`config.mk`:
```
export PLATFORM = sky130hd
export DESIGN_NAME = alu_slice_sequencer
export DESIGN_NICKNAME = d
export VERILOG_FILES = /design/src/rtl/alu_pkg.sv /design/src/rtl/alu_slice_mux.sv /design/src/rtl/alu_slice_sequencer.sv
export SDC_FILE = /design/constraint.sdc
export NUM_CORES = 1
export LEC_CHECK = 0
export BUFFER_PORTS_ARGS = -buffer_cell sky130_fd_sc_hd__buf_2
export CORE_ASPECT_RATIO = 0.75
export CORE_MARGIN = 3
export CORE_UTILIZATION = 35
export CTS_CLUSTER_SIZE = 25
export DETAILED_ROUTE_END_ITERATION = 12
export PLACE_DENSITY_LB_ADDON = 0.25
export RECOVER_POWER = 100
export SLEW_MARGIN = 15
export SYNTH_ARGS = -nofsm -noshare
export SYNTH_HDL_FRONTEND = slang
export SYNTH_SLANG_ARGS = --single-unit
```
`constraint.sdc`:
```
create_clock -name clk -period 6.9 [get_ports clk]
set_input_delay 0.345 -clock clk [delete_from_list [all_inputs] [get_ports clk]]
set_output_delay 0.345 -clock clk [all_outputs]
set_load 0.05 [all_outputs]
```
`src/rtl/alu_pkg.sv`:
```
// ----------------------------------------------------------------------------
// alu_pkg
// Shared definitions for the sliced ALU sequencer: default widths, the opcode
// encoding (the opcode value is used directly as the function-mux select) and
// the sequencer state encoding.
// ----------------------------------------------------------------------------
package alu_pkg;

   localparam int ALU_WIDTH   = 128;
   localparam int ALU_SLICE_W = 32;

   typedef enum logic [1:0] {
      OP_AND = 2'b00,
      OP_OR  = 2'b01,
      OP_XOR = 2'b10,
      OP_ADD = 2'b11
   } alu_op_e;

   typedef enum logic [1:0] {
      S_IDLE = 2'b00,
      S_RUN  = 2'b01,
      S_DONE = 2'b10
   } state_e;

endpackage

```
`src/rtl/alu_slice_mux.sv`:
```
// ----------------------------------------------------------------------------
// alu_slice_mux
// One SLICE_W-wide bank of 4:1 function-select mux cells sharing one select.
// Ports:
//   i_in_a  AND candidate      i_in_b  OR candidate
//   i_in_c  XOR candidate      i_in_d  ADD candidate
//   i_sel   2-bit select (opcode value)
//   o_y     selected slice result
// ----------------------------------------------------------------------------
module alu_slice_mux
   import alu_pkg::*;
#(
   parameter int SLICE_W = ALU_SLICE_W
) (
   input  logic [SLICE_W-1:0] i_in_a,
   input  logic [SLICE_W-1:0] i_in_b,
   input  logic [SLICE_W-1:0] i_in_c,
   input  logic [SLICE_W-1:0] i_in_d,
   input  logic [1:0]         i_sel,
   output logic [SLICE_W-1:0] o_y
);

   for (genvar g = 0; g < SLICE_W; g++) begin : g_cell
      logic w_bit;

      // Per-bit 4:1 mux cell
      always_comb begin
         case (i_sel)
            OP_AND:  w_bit = i_in_a[g];
            OP_OR:   w_bit = i_in_b[g];
            OP_XOR:  w_bit = i_in_c[g];
            default: w_bit = i_in_d[g];
         endcase
      end

      assign o_y[g] = w_bit;
   end

endmodule

```
`src/rtl/alu_slice_sequencer.sv`:
```
// ----------------------------------------------------------------------------
// alu_slice_sequencer
// Accepts a full-width operand pair and opcode, walks the operands LSB-first
// one SLICE_W slice per cycle through the function-select mux bank, assembles
// the full result and hands it out with carry and zero flags.
// Ports:
//   clk, rst_n          clock, asynchronous active-low reset
//   in_valid/in_ready   request handshake (ready only while idle)
//   A, B, op, cin       operands, opcode (00 AND,01 OR,10 XOR,11 ADD), carry-in
//   out_valid/out_ready result handshake
//   Y, cout, zero       result, ADD carry-out, result-is-zero flag
// ----------------------------------------------------------------------------
module alu_slice_sequencer
   import alu_pkg::*;
#(
   parameter int WIDTH   = ALU_WIDTH,
   parameter int SLICE_W = ALU_SLICE_W
) (
   input  logic             clk,
   input  logic             rst_n,
   input  logic             in_valid,
   output logic             in_ready,
   input  logic [WIDTH-1:0] A,
   input  logic [WIDTH-1:0] B,
   input  logic [1:0]       op,
   input  logic             cin,
   output logic             out_valid,
   input  logic             out_ready,
   output logic [WIDTH-1:0] Y,
   output logic             cout,
   output logic             zero
);

   localparam int N_SLICES = WIDTH / SLICE_W;
   localparam int IDX_W    = (N_SLICES > 1) ? $clog2(N_SLICES) : 1;
   localparam logic [IDX_W-1:0] LAST_IDX = IDX_W'(N_SLICES - 1);

   if ((WIDTH % SLICE_W) != 0 || WIDTH < SLICE_W) begin : g_width_check
      $error("alu_slice_sequencer: WIDTH must be a non-zero multiple of SLICE_W");
   end

   state_e             r_state;
   state_e             w_state_next;
   logic [WIDTH-1:0]   r_a;
   logic [WIDTH-1:0]   r_b;
   alu_op_e            r_op;
   logic               r_carry;
   logic [IDX_W-1:0]   r_idx;
   logic [WIDTH-1:0]   r_y;
   logic               r_cout;
   logic               r_zero;

   logic [SLICE_W-1:0] w_a_slice;
   logic [SLICE_W-1:0] w_b_slice;
   logic [SLICE_W:0]   w_sum_ext;
   logic [SLICE_W-1:0] w_mux_y;
   logic [WIDTH-1:0]   w_y_next;
   logic               w_last;
   logic               w_slice_carry;

   assign w_a_slice     = r_a[r_idx*SLICE_W +: SLICE_W];
   assign w_b_slice     = r_b[r_idx*SLICE_W +: SLICE_W];
   assign w_sum_ext     = {1'b0, w_a_slice} + {1'b0, w_b_slice}
                        + {{SLICE_W{1'b0}}, r_carry};
   assign w_slice_carry = w_sum_ext[SLICE_W];
   assign w_last        = (r_idx == LAST_IDX);

   alu_slice_mux #(.SLICE_W(SLICE_W)) u_mux (
      .i_in_a (w_a_slice & w_b_slice),
      .i_in_b (w_a_slice | w_b_slice),
      .i_in_c (w_a_slice ^ w_b_slice),
      .i_in_d (w_sum_ext[SLICE_W-1:0]),
      .i_sel  (r_op),
      .o_y    (w_mux_y)
   );

   // Result with the current slice replaced; zero is taken from this full value
   always_comb begin
      w_y_next = r_y;
      for (int i = 0; i < N_SLICES; i++) begin
         if (r_idx == IDX_W'(i)) begin
            w_y_next[i*SLICE_W +: SLICE_W] = w_mux_y;
         end else begin
            w_y_next[i*SLICE_W +: SLICE_W] = r_y[i*SLICE_W +: SLICE_W];
         end
      end
   end

   // Next-state decode
   always_comb begin
      w_state_next = r_state;
      case (r_state)
         S_IDLE: begin
            if (in_valid) w_state_next = S_RUN;
            else          w_state_next = S_IDLE;
         end
         S_RUN: begin
            if (w_last) w_state_next = S_DONE;
            else        w_state_next = S_RUN;
         end
         S_DONE: begin
            if (out_ready) w_state_next = S_IDLE;
            else           w_state_next = S_DONE;
         end
         default: w_state_next = S_IDLE;
      endcase
   end

   // State register
   always_ff @(posedge clk or negedge rst_n) begin
      if (!rst_n) r_state <= S_IDLE;
      else        r_state <= w_state_next;
   end

   // Operand capture, slice walk and result/flag registers
   always_ff @(posedge clk or negedge rst_n) begin
      if (!rst_n) begin
         r_a     <= {WIDTH{1'b0}};
         r_b     <= {WIDTH{1'b0}};
         r_op    <= OP_AND;
         r_carry <= 1'b0;
         r_idx   <= {IDX_W{1'b0}};
         r_y     <= {WIDTH{1'b0}};
         r_cout  <= 1'b0;
         r_zero  <= 1'b0;
      end else begin
         case (r_state)
            S_IDLE: begin
               if (in_valid) begin
                  r_a     <= A;
                  r_b     <= B;
                  r_op    <= alu_op_e'(op);
                  r_carry <= (op == OP_ADD) ? cin : 1'b0;
                  r_idx   <= {IDX_W{1'b0}};
               end
            end
            S_RUN: begin
               r_y     <= w_y_next;
               r_carry <= (r_op == OP_ADD) ? w_slice_carry : 1'b0;
               if (w_last) begin
                  // Explicit wrap keeps non-power-of-two slice counts correct
                  r_idx  <= {IDX_W{1'b0}};
                  r_cout <= (r_op == OP_ADD) ? w_slice_carry : 1'b0;
                  r_zero <= (w_y_next == {WIDTH{1'b0}});
               end else begin
                  r_idx  <= r_idx + {{(IDX_W-1){1'b0}}, 1'b1};
               end
            end
            default: begin
               // DONE holds everything stable until the output handshake
            end
         endcase
      end
   end

   assign in_ready  = (r_state == S_IDLE);
   assign out_valid = (r_state == S_DONE);
   assign Y         = r_y;
   assign cout      = r_cout;
   assign zero      = r_zero;

endmodule

```
After elaboration in Yosys (flattened, before gate mapping)
Cells that the tools add are included.
W data, S select, Z words.
{ "word_totals": {"reg_bits": 393, "in_bits": 263, "output_inout_bits": 132} }
{ "op_classes": {"n_bitwise": 3, "n_addsub": 3, "shifts": 2, "reduce_logical": 8, "eq_ne": 10, "n_mux": 47} }
{ "op_table": {"columns": ["op", "n"], "rows": [
  ["$shiftx A128 B8 Y32", 2],
  ["$logic_not A128 Y1", 1],
  ["$mux W32", 4],
  ["$pmux W1 S3", 32],
  ["$add A32 B32 Y33", 1],
  ["$add A33 B1 Y33", 1],
  ["$and A32 B32 Y32", 1],
  ["$or A32 B32 Y32", 1],
  ["$xor A32 B32 Y32", 1],
  ["$eq A2 B2 Y1 const B", 6],
  ["$mux W2", 4],
  ["$eq A2 B1 Y1 const B", 3],
  ["$logic_not A2 Y1", 3],
  ["$pmux W2 S3", 1],
  ["$reduce_and A2 Y1", 3],
  ["$mux W1", 4],
  ["$pmux W2 S2", 1],
  ["$add A2 B1 Y2 const B", 1],
  ["$ne A2 B2 Y1 const B", 1],
  ["$pmux W1 S2", 1],
  ["$reduce_bool A2 Y1", 1]
]} }

Logic depth before layout (Yosys ltp)
Gate-level depths: netlist (run 1).
{ "depth": {"ltp_word": 6, "depth_mapped": 19, "ltp_nobuf": 15} }

Cells and area by module
From an unflattened synthesis (run 1), not the netlist that was laid out.
{ "unflattened": {"hier_cells": 2022, "area_unflattened_um2": 20320.7} }
{ "by_module_without_submodules": {"columns": ["mod", "cells_each", "seq_area_each_um2", "instances", "area_per_inst_um2"], "rows": [
  ["alu_slice_sequencer", 1951, 9834.4, 1, 19266.0],
  ["alu_slice_mux", 71, 0.0, 1, 1054.8]
]} }

Least setup slack after synthesis (run 1)
OpenSTA, ideal clock, no wires.
{ "synth_path": {"path_type": "register -> register", "start": "register r_idx[0]", "end": "register r_zero, in the netlist zero", "stages_incl_launch_ff": 19, "required_ns": 6.808, "arrival_time_ns": 5.255, "setup_slack_ns": 1.553, "path_cell_list": "dfrtp_1 > clkbuf_1 > clkbuf_1 > buf_1 > mux4_2 > inv_1 > fa_1 > fa_1 > and2b_1 > o2111ai_2 > a211oi_4 > nor3_1 > nor3_4 > a21oi_1 > or3_1 > or4_1 > a2111oi_2 > nand4_1 > o31ai_2"} }
{ "synth_between": {"elab_chain_cells": 6, "elab_cells_between_ends": 49} }
{ "synth_lines": {"columns": ["element", "line", "text"], "rows": [
  ["start, declared", "alu_slice_sequencer.sv:48", "logic [IDX_W-1:0] r_idx;"],
  ["start signal, assigned", "alu_slice_sequencer.sv:122", "r_idx <= {IDX_W{1'b0}};"],
  ["start signal, assigned", "alu_slice_sequencer.sv:134", "r_idx <= {IDX_W{1'b0}};"],
  ["start signal, assigned", "alu_slice_sequencer.sv:142", "r_idx <= {IDX_W{1'b0}};"],
  ["$shiftx A128 B8 Y32, on equally long branches", "alu_slice_sequencer.sv:61, alu_slice_sequencer.sv:62", null],
  ["$add A32 B32 Y33", "alu_slice_sequencer.sv:63", "assign w_sum_ext = {1'b0, w_a_slice} + {1'b0, w_b_slice}"],
  ["$add A33 B1 Y33", "alu_slice_sequencer.sv:64", "+ {{SLICE_W{1'b0}}, r_carry};"],
  ["$pmux W1 S3", "alu_slice_mux.sv:28", "case (i_sel)"],
  ["$mux W32", "alu_slice_sequencer.sv:81", "if (r_idx == IDX_W'(i)) begin"],
  ["$logic_not A128 Y1", "alu_slice_sequencer.sv:144", "r_zero <= (w_y_next == {WIDTH{1'b0}});"],
  ["end signal, assigned", "alu_slice_sequencer.sv:144", null],
  ["end, declared", "alu_slice_sequencer.sv:51", "logic r_zero;"]
]} }
Parallel ways exist; a longest one is shown, timed or not.
A chain may end at the register's enable or synchronous reset.

Worst setup path after layout (run 1)
{ "layout_path": {"start": "register r_idx[1]", "end": "register r_zero, in the netlist zero"} }
Same word-level chain as after synthesis.

==> out/results.txt, run 1 <==
Post-synthesis cell area: 0.0206 mm^2
Worst Hold Launch: B[57]
Total track usage: 22.0%
H-tree Lvls: 2
Worst-path clk slew: 70 ps
EDFF count, synth: 0
Post-synthesis sequential area ratio: 47.8%
Avg Cell Area, Syn: 11.3 um^2
Hold Violations, Final: 0
Slew Limit Fails: 573
Wire per inst: 22.4 um
Core Rows: 76
Setup Skew: 21.9 ps
Top_reg_cell synth: dfrtp_1
Setup violations, final: 0
Critical Path Source: r_idx[1]
Worst setup margin: 682 ps
Crit-path max FO: 22
Commonest cells post-synth: 393 x dfrtp_1, 259 x mux2_2, 198 x nand2_1
Asr flop ratio synth: 100%
Period utilization: 90.1%
R2R Setup Slk: 680 ps
Max-slew headroom at the worst pin: -159%
Largest net degree at the start of global routing: 164
Layout area overhead: 24.4%
CTS root buffer: clkbuf_16
Residual DRC: 0
Die Height: 216 um
Worst slack, placed: 1190 ps
Status: finished with violations
Distinct cells, synth: 87
Clock Tree Buf Depth: 3
Post-Syn Nets: 2,147
First-pass GRT wire length: 105 mm
Port buffer count: 394
Fmax: 161 MHz
Post-route minimum period: 6220 ps
CORE AREA: 0.0577 mm^2
Number of global-route vias before repair: 16,900
Syn. warnings: 0
Initial antenna violation count: 2
Synth top area share: 47.8%
Max-Cap Viols: 8
Initial Utilization: 35.6%
Most common cell in the netlist: dfrtp_1
Setup bufs post-CTS: 0
Die X: 286 um
CTS sink cnt: 393
Post-Place Cells: 2,902
Critical Path Source Type: register
Starting DRT DRC Count: 1,405
Drt total wl: 68.9 mm
DP HPWL: 50.9 mm
Nets: 2,604
Setup crit end kind: register
GPL Wtd Cong: 0.939
Top post-synthesis cells by area: dfrtp_1 48%, mux2_2 14%, mux4_2 7.1%
Worst flop-to-flop path startpoint: r_idx[1]
Number of vias per cell: 5.38
Sum Neg Setup Slack: 0 ps
RSZ-0062 raised after global routing: no
Yosys reg bits: 393
Worst EP required: 7370 ps
Final ANT Viol Nets: 0
Global route total overflow: 0
Clock Latency Late Sink: 560 ps
Worst Hold Class: input port to register
Full die area: 0.0617 mm^2
First-pass DRT Iterations: 5
Setup CP Type: register to register
CTS tree: yes
Layout Cells excl Fill: 3,083
Num CTS Buffers: 42
Top-Level Pins: 395
Worst Tran Pin Value: 3880 ps
Vias after detailed routing: 16,600
Synth area leader: dfrtp_1
Arrival time worst endpoint: 6690 ps
Layout cell share with drive strength beyond 1: 30.5%
Reg area: 0.00984 mm^2
Fillcell total: 5,545
Synth Instances: 1,814
Area of the multi-input gates: 0.00990 mm^2
Failing checks: capacitance limit, slew limit
-- worst max-delay path: stages, from the launching register on --
cell and delay (ps):
dfrtp_1 1160, buf_4 480, mux4_2 400, inv_1 80
ha_1 310, a21o_1 250, a31oi_1 480, a2111oi_0 250
a311oi_2 960, nor2b_1 230, o221ai_1 120, a2111oi_0 380
o2111ai_1 250, a2111oi_2 400, nand4_1 170, o31ai_2 200
-- metal layers --
metal / share of wire [%] / global-route usage [%] / vias to the layer above
met5: 0.019 / 0 / -
met1: 45 / 31.0 / 8389
met3: 8.1 / 5.65 / 76
met4: 1.8 / 4.59 / 2
met2: 45 / 34.4 / 594
li1: - / - / 7529
-- placed cells by master (no fill, tap or decap), types with 6 or more instances in the layout --
cell type,synthesis,routed
ha_1,68,68
and2_1,7,7
a31oi_1,9,9
clkinv_2,0,7
inv_1,82,82
nand3_1,18,18
o22ai_1,8,8
dlygate4sd3_1,0,105
clkbuf_16,0,43
o211ai_1,10,11
mux2_2,259,258
clkbuf_8,0,7
a21oi_1,65,65
mux4_2,65,65
and3_1,12,12
bufinv_16,0,7
nor2_1,66,66
nor2b_1,7,7
nand2_1,198,197
mux2i_1,6,6
buf_2,23,261
nand4_1,18,19
nor3_1,31,30
clkbuf_1,81,150
nand2b_1,16,16
nor4_1,19,19
a21o_1,8,8
o2111ai_1,6,6
buf_4,4,14
o21ai_0,174,175
or3_1,6,6
a211oi_1,19,22
dfrtp_1,393,391
a221oi_1,6,6
-- final cells by class --
class                   count  area share (%)
diodes                      1         0.00979
clock buffers              55            4.66
clock inverters            20            1.16
inverters                  82            1.20
multi-input cells        1224            38.7
flip-flops and latches    393            38.5
well taps                 780            3.82
repair buffers            528            11.9
-- cells by family after synthesis --
logic type               after synthesis  synth area share (%)
AO/OA/AOI/OAI                        390                  12.3
multiplexers                         330                  21.6
AND/OR/NAND/NOR                      428                  9.88
flip-flops                           393                  47.8
buffers and inverters                197                  3.82
XOR/XNOR                               6                 0.256
adder cells (fa/ha/maj)               70                  4.33
-- final timing paths --
path / endpoint / cells after the start
worst min register to register: Y[101] / 2
worst max-delay path: zero / 15
min in group asynchronous: r_a[48] / 2
worst min-delay path: r_b[57] / 2
max in group asynchronous: r_idx[0] / 3
worst max register to register: zero / 15
-- through the flow --
| stage | util, % | cell area (um^2) | hold WS [ps] |
|---|---|---|---|
| global route | 44.3 | 25600 | 13.1 |
| CTS | 44.8 | 25900 | 0.812 |
| global placement | 40.4 | 23300 | 351 |
| detailed placement | 40.4 | 23300 | 352 |
| floorplan | - | 20600 | 49.4 |
| finish | 44.3 | 25600 | 27.1 |
-- sequential cells by signal (all words and copies together), names as in the netlist --
signal / flops
Y: 128
r_a: 128
r_b: 128
r_idx: 2
r_op: 2
r_state: 2
cout: 1
r_carry: 1
zero: 1
-- timing repair --
item,in CTS,in global routing
endpoints found under the hold margin,171,0
hold buffers,105,0
resized for setup,0,0
Power of run 1 is not shown: default switching activity piles up to over one toggle a cycle in this logic, so the estimate is an artifact.
==> run 2: changes to the inputs <==
--- a/config.mk
+++ b/config.mk
@@ -8,7 +8,7 @@
 export BUFFER_PORTS_ARGS = -buffer_cell sky130_fd_sc_hd__buf_2
 export CORE_ASPECT_RATIO = 0.75
 export CORE_MARGIN = 3
-export CORE_UTILIZATION = 35
+export CORE_UTILIZATION = 40
 export CTS_CLUSTER_SIZE = 25
 export DETAILED_ROUTE_END_ITERATION = 12
 export PLACE_DENSITY_LB_ADDON = 0.25
==> run 2 against run 1 <==
  * The run still ends with capacitance limit, slew limit left
  * Register-to-register slack improved by 30 ps
  * Worst hold slack barely moved
  * Maximum frequency rose by 0.46%
  * Critical endpoint unchanged
==> out/results.txt, run 2 (synthesis gave the netlist of run 1 again) <==
Status: finished with violations
Failing checks: capacitance limit, slew limit
Worst Tran Pin Value: 3510 ps
Worst path max stage delay: 1080 ps
Port buffer count: 394
Number of vias per cell: 5.59
Global route total overflow: 0
H-tree Lvls: 2
Clock Tree Buf Depth: 3
Critical Path Source Type: register
Setup CP Type: register to register
Leading cell type in the layout, fill and taps excluded: dfrtp_1
Clock Latency Late Sink: 560 ps
Max-Cap Viols: 5
Arrival time worst endpoint: 6670 ps
Number of global-route vias before repair: 16,800
Setup crit end kind: register
Max-slew headroom at the worst pin: -134%
Setup violations, final: 0
Top-Level Pins: 395
Setup Skew: 19.1 ps
Total track usage: 24.7%
Layout Cells excl Fill: 2,958
Sum Neg Setup Slack: 0 ps
CORE AREA: 0.0505 mm^2
Layout area overhead: 23.1%
CTS sink cnt: 393
Period utilization: 89.7%
Worst Hold Class: input port to register
Largest net degree at the start of global routing: 200
Post-CTS resize count: 0
Final ANT Viol Nets: 0
Nets: 2,600
Residual DRC: 0
Wire per inst: 22.7 um
Commonest non-fill, non-tap cells in the layout: 390 x dfrtp_1, 261 x buf_2, 256 x mux2_2
Die X: 268 um
RSZ-0062 raised after global routing: no
First-pass DRT Iterations: 5
Num CTS Buffers: 42
Post-Place Cells: 2,775
Worst slack, placed: 885 ps
Slew Limit Fails: 532
Crit-path most repeated cell: inv_1
Worst EP required: 7380 ps
CP top delay family: compound AO/OA/AOI/OAI gates
Buf/Inv on CP: 3
Die Height: 202 um
GPL Wtd Cong: 0.940
Layout cell share with drive strength beyond 1: 30.2%
Post-route minimum period: 6190 ps
Core Rows: 71
Worst-path clk slew: 70 ps
DP HPWL: 49.0 mm
Starting DRT DRC Count: 1,247
Initial antenna violation count: 4
Slowest cell on crit path: o41ai_1
CTS root buffer: clkbuf_16
CTS tree: yes
Full die area: 0.0542 mm^2
First-pass GRT wire length: 103 mm
Fmax: 162 MHz
Worst setup margin: 711 ps
Crit-path max FO: 37
Vias after detailed routing: 16,500
Drt total wl: 67.3 mm
Initial Utilization: 40.7%
Critical-path cell list: buf_12 > mux4_2 > inv_1 > ha_1 > a21oi_1 > o211ai_1 > a21boi_0 > inv_1 > o41ai_1 > or4b_1 > nand4b_1 > a2111oi_2 > nand4_1 > o31ai_2
Utilization after layout: 50.2%
Hold Violations, Final: 0
## run 2: cell count changes in the layout (fill, tap and decap cells not counted), sizes merged
cell	delta
buf	-3
diode	+2
bufinv	-4
inv	-1
clkbuf	+4
## run 2: final cells by class
type                            count  area (um^2)
Clock buffer                       60         1240
Fill cell                        4663        25100
Multi-Input combinational cell   1224         9900
Antenna cell                        3         7.51
Sequential cell                   393         9840
Inverter                           82          308
Timing Repair Buffer              524         3030
Clock inverter                     15          163
Tap cell                          657          822
## run 2: what timing repair did
action	4_1_cts	5_1_grt
buffers inserted	0	0
endpoints found under the hold margin	159	0
hold buffers	105	0
## run 2: layer usage
metal | share of wire [%] | global-route usage (%) | wire [um] | vias to the layer above
met5 | 0.16 | 1.17 | 108 | -
met4 | 2.2 | 6.40 | 1450 | 6
met3 | 7.7 | 5.84 | 5190 | 104
met2 | 45 | 37.9 | 30300 | 614
met1 | 45 | 35.3 | 30200 | 8312
li1 | - | - | - | 7500
## run 2: path summary, 6_finish.rpt
check	from	end	slack [ps]	cells past startpoint
min in group asynchronous	rst_n	r_a[17]	1390	2
max reg2reg	r_idx[0]	zero	710	14
max in group asynchronous	rst_n	r_idx[0]	1340	3
min reg2reg	Y[105]	Y[105]	480	2
min	B[53]	r_b[53]	30	2
max	r_idx[0]	zero	710	14
## run 2: through the flow
stage	area [um^2]	hold slack, ps
final	25300	27.2
after detailed placement	23100	314
after global routing	25300	10.3
after global placement	23100	312
after floorplan	20600	49.4
after CTS	25600	0.0340
Power of run 2 is left out for the same reason.
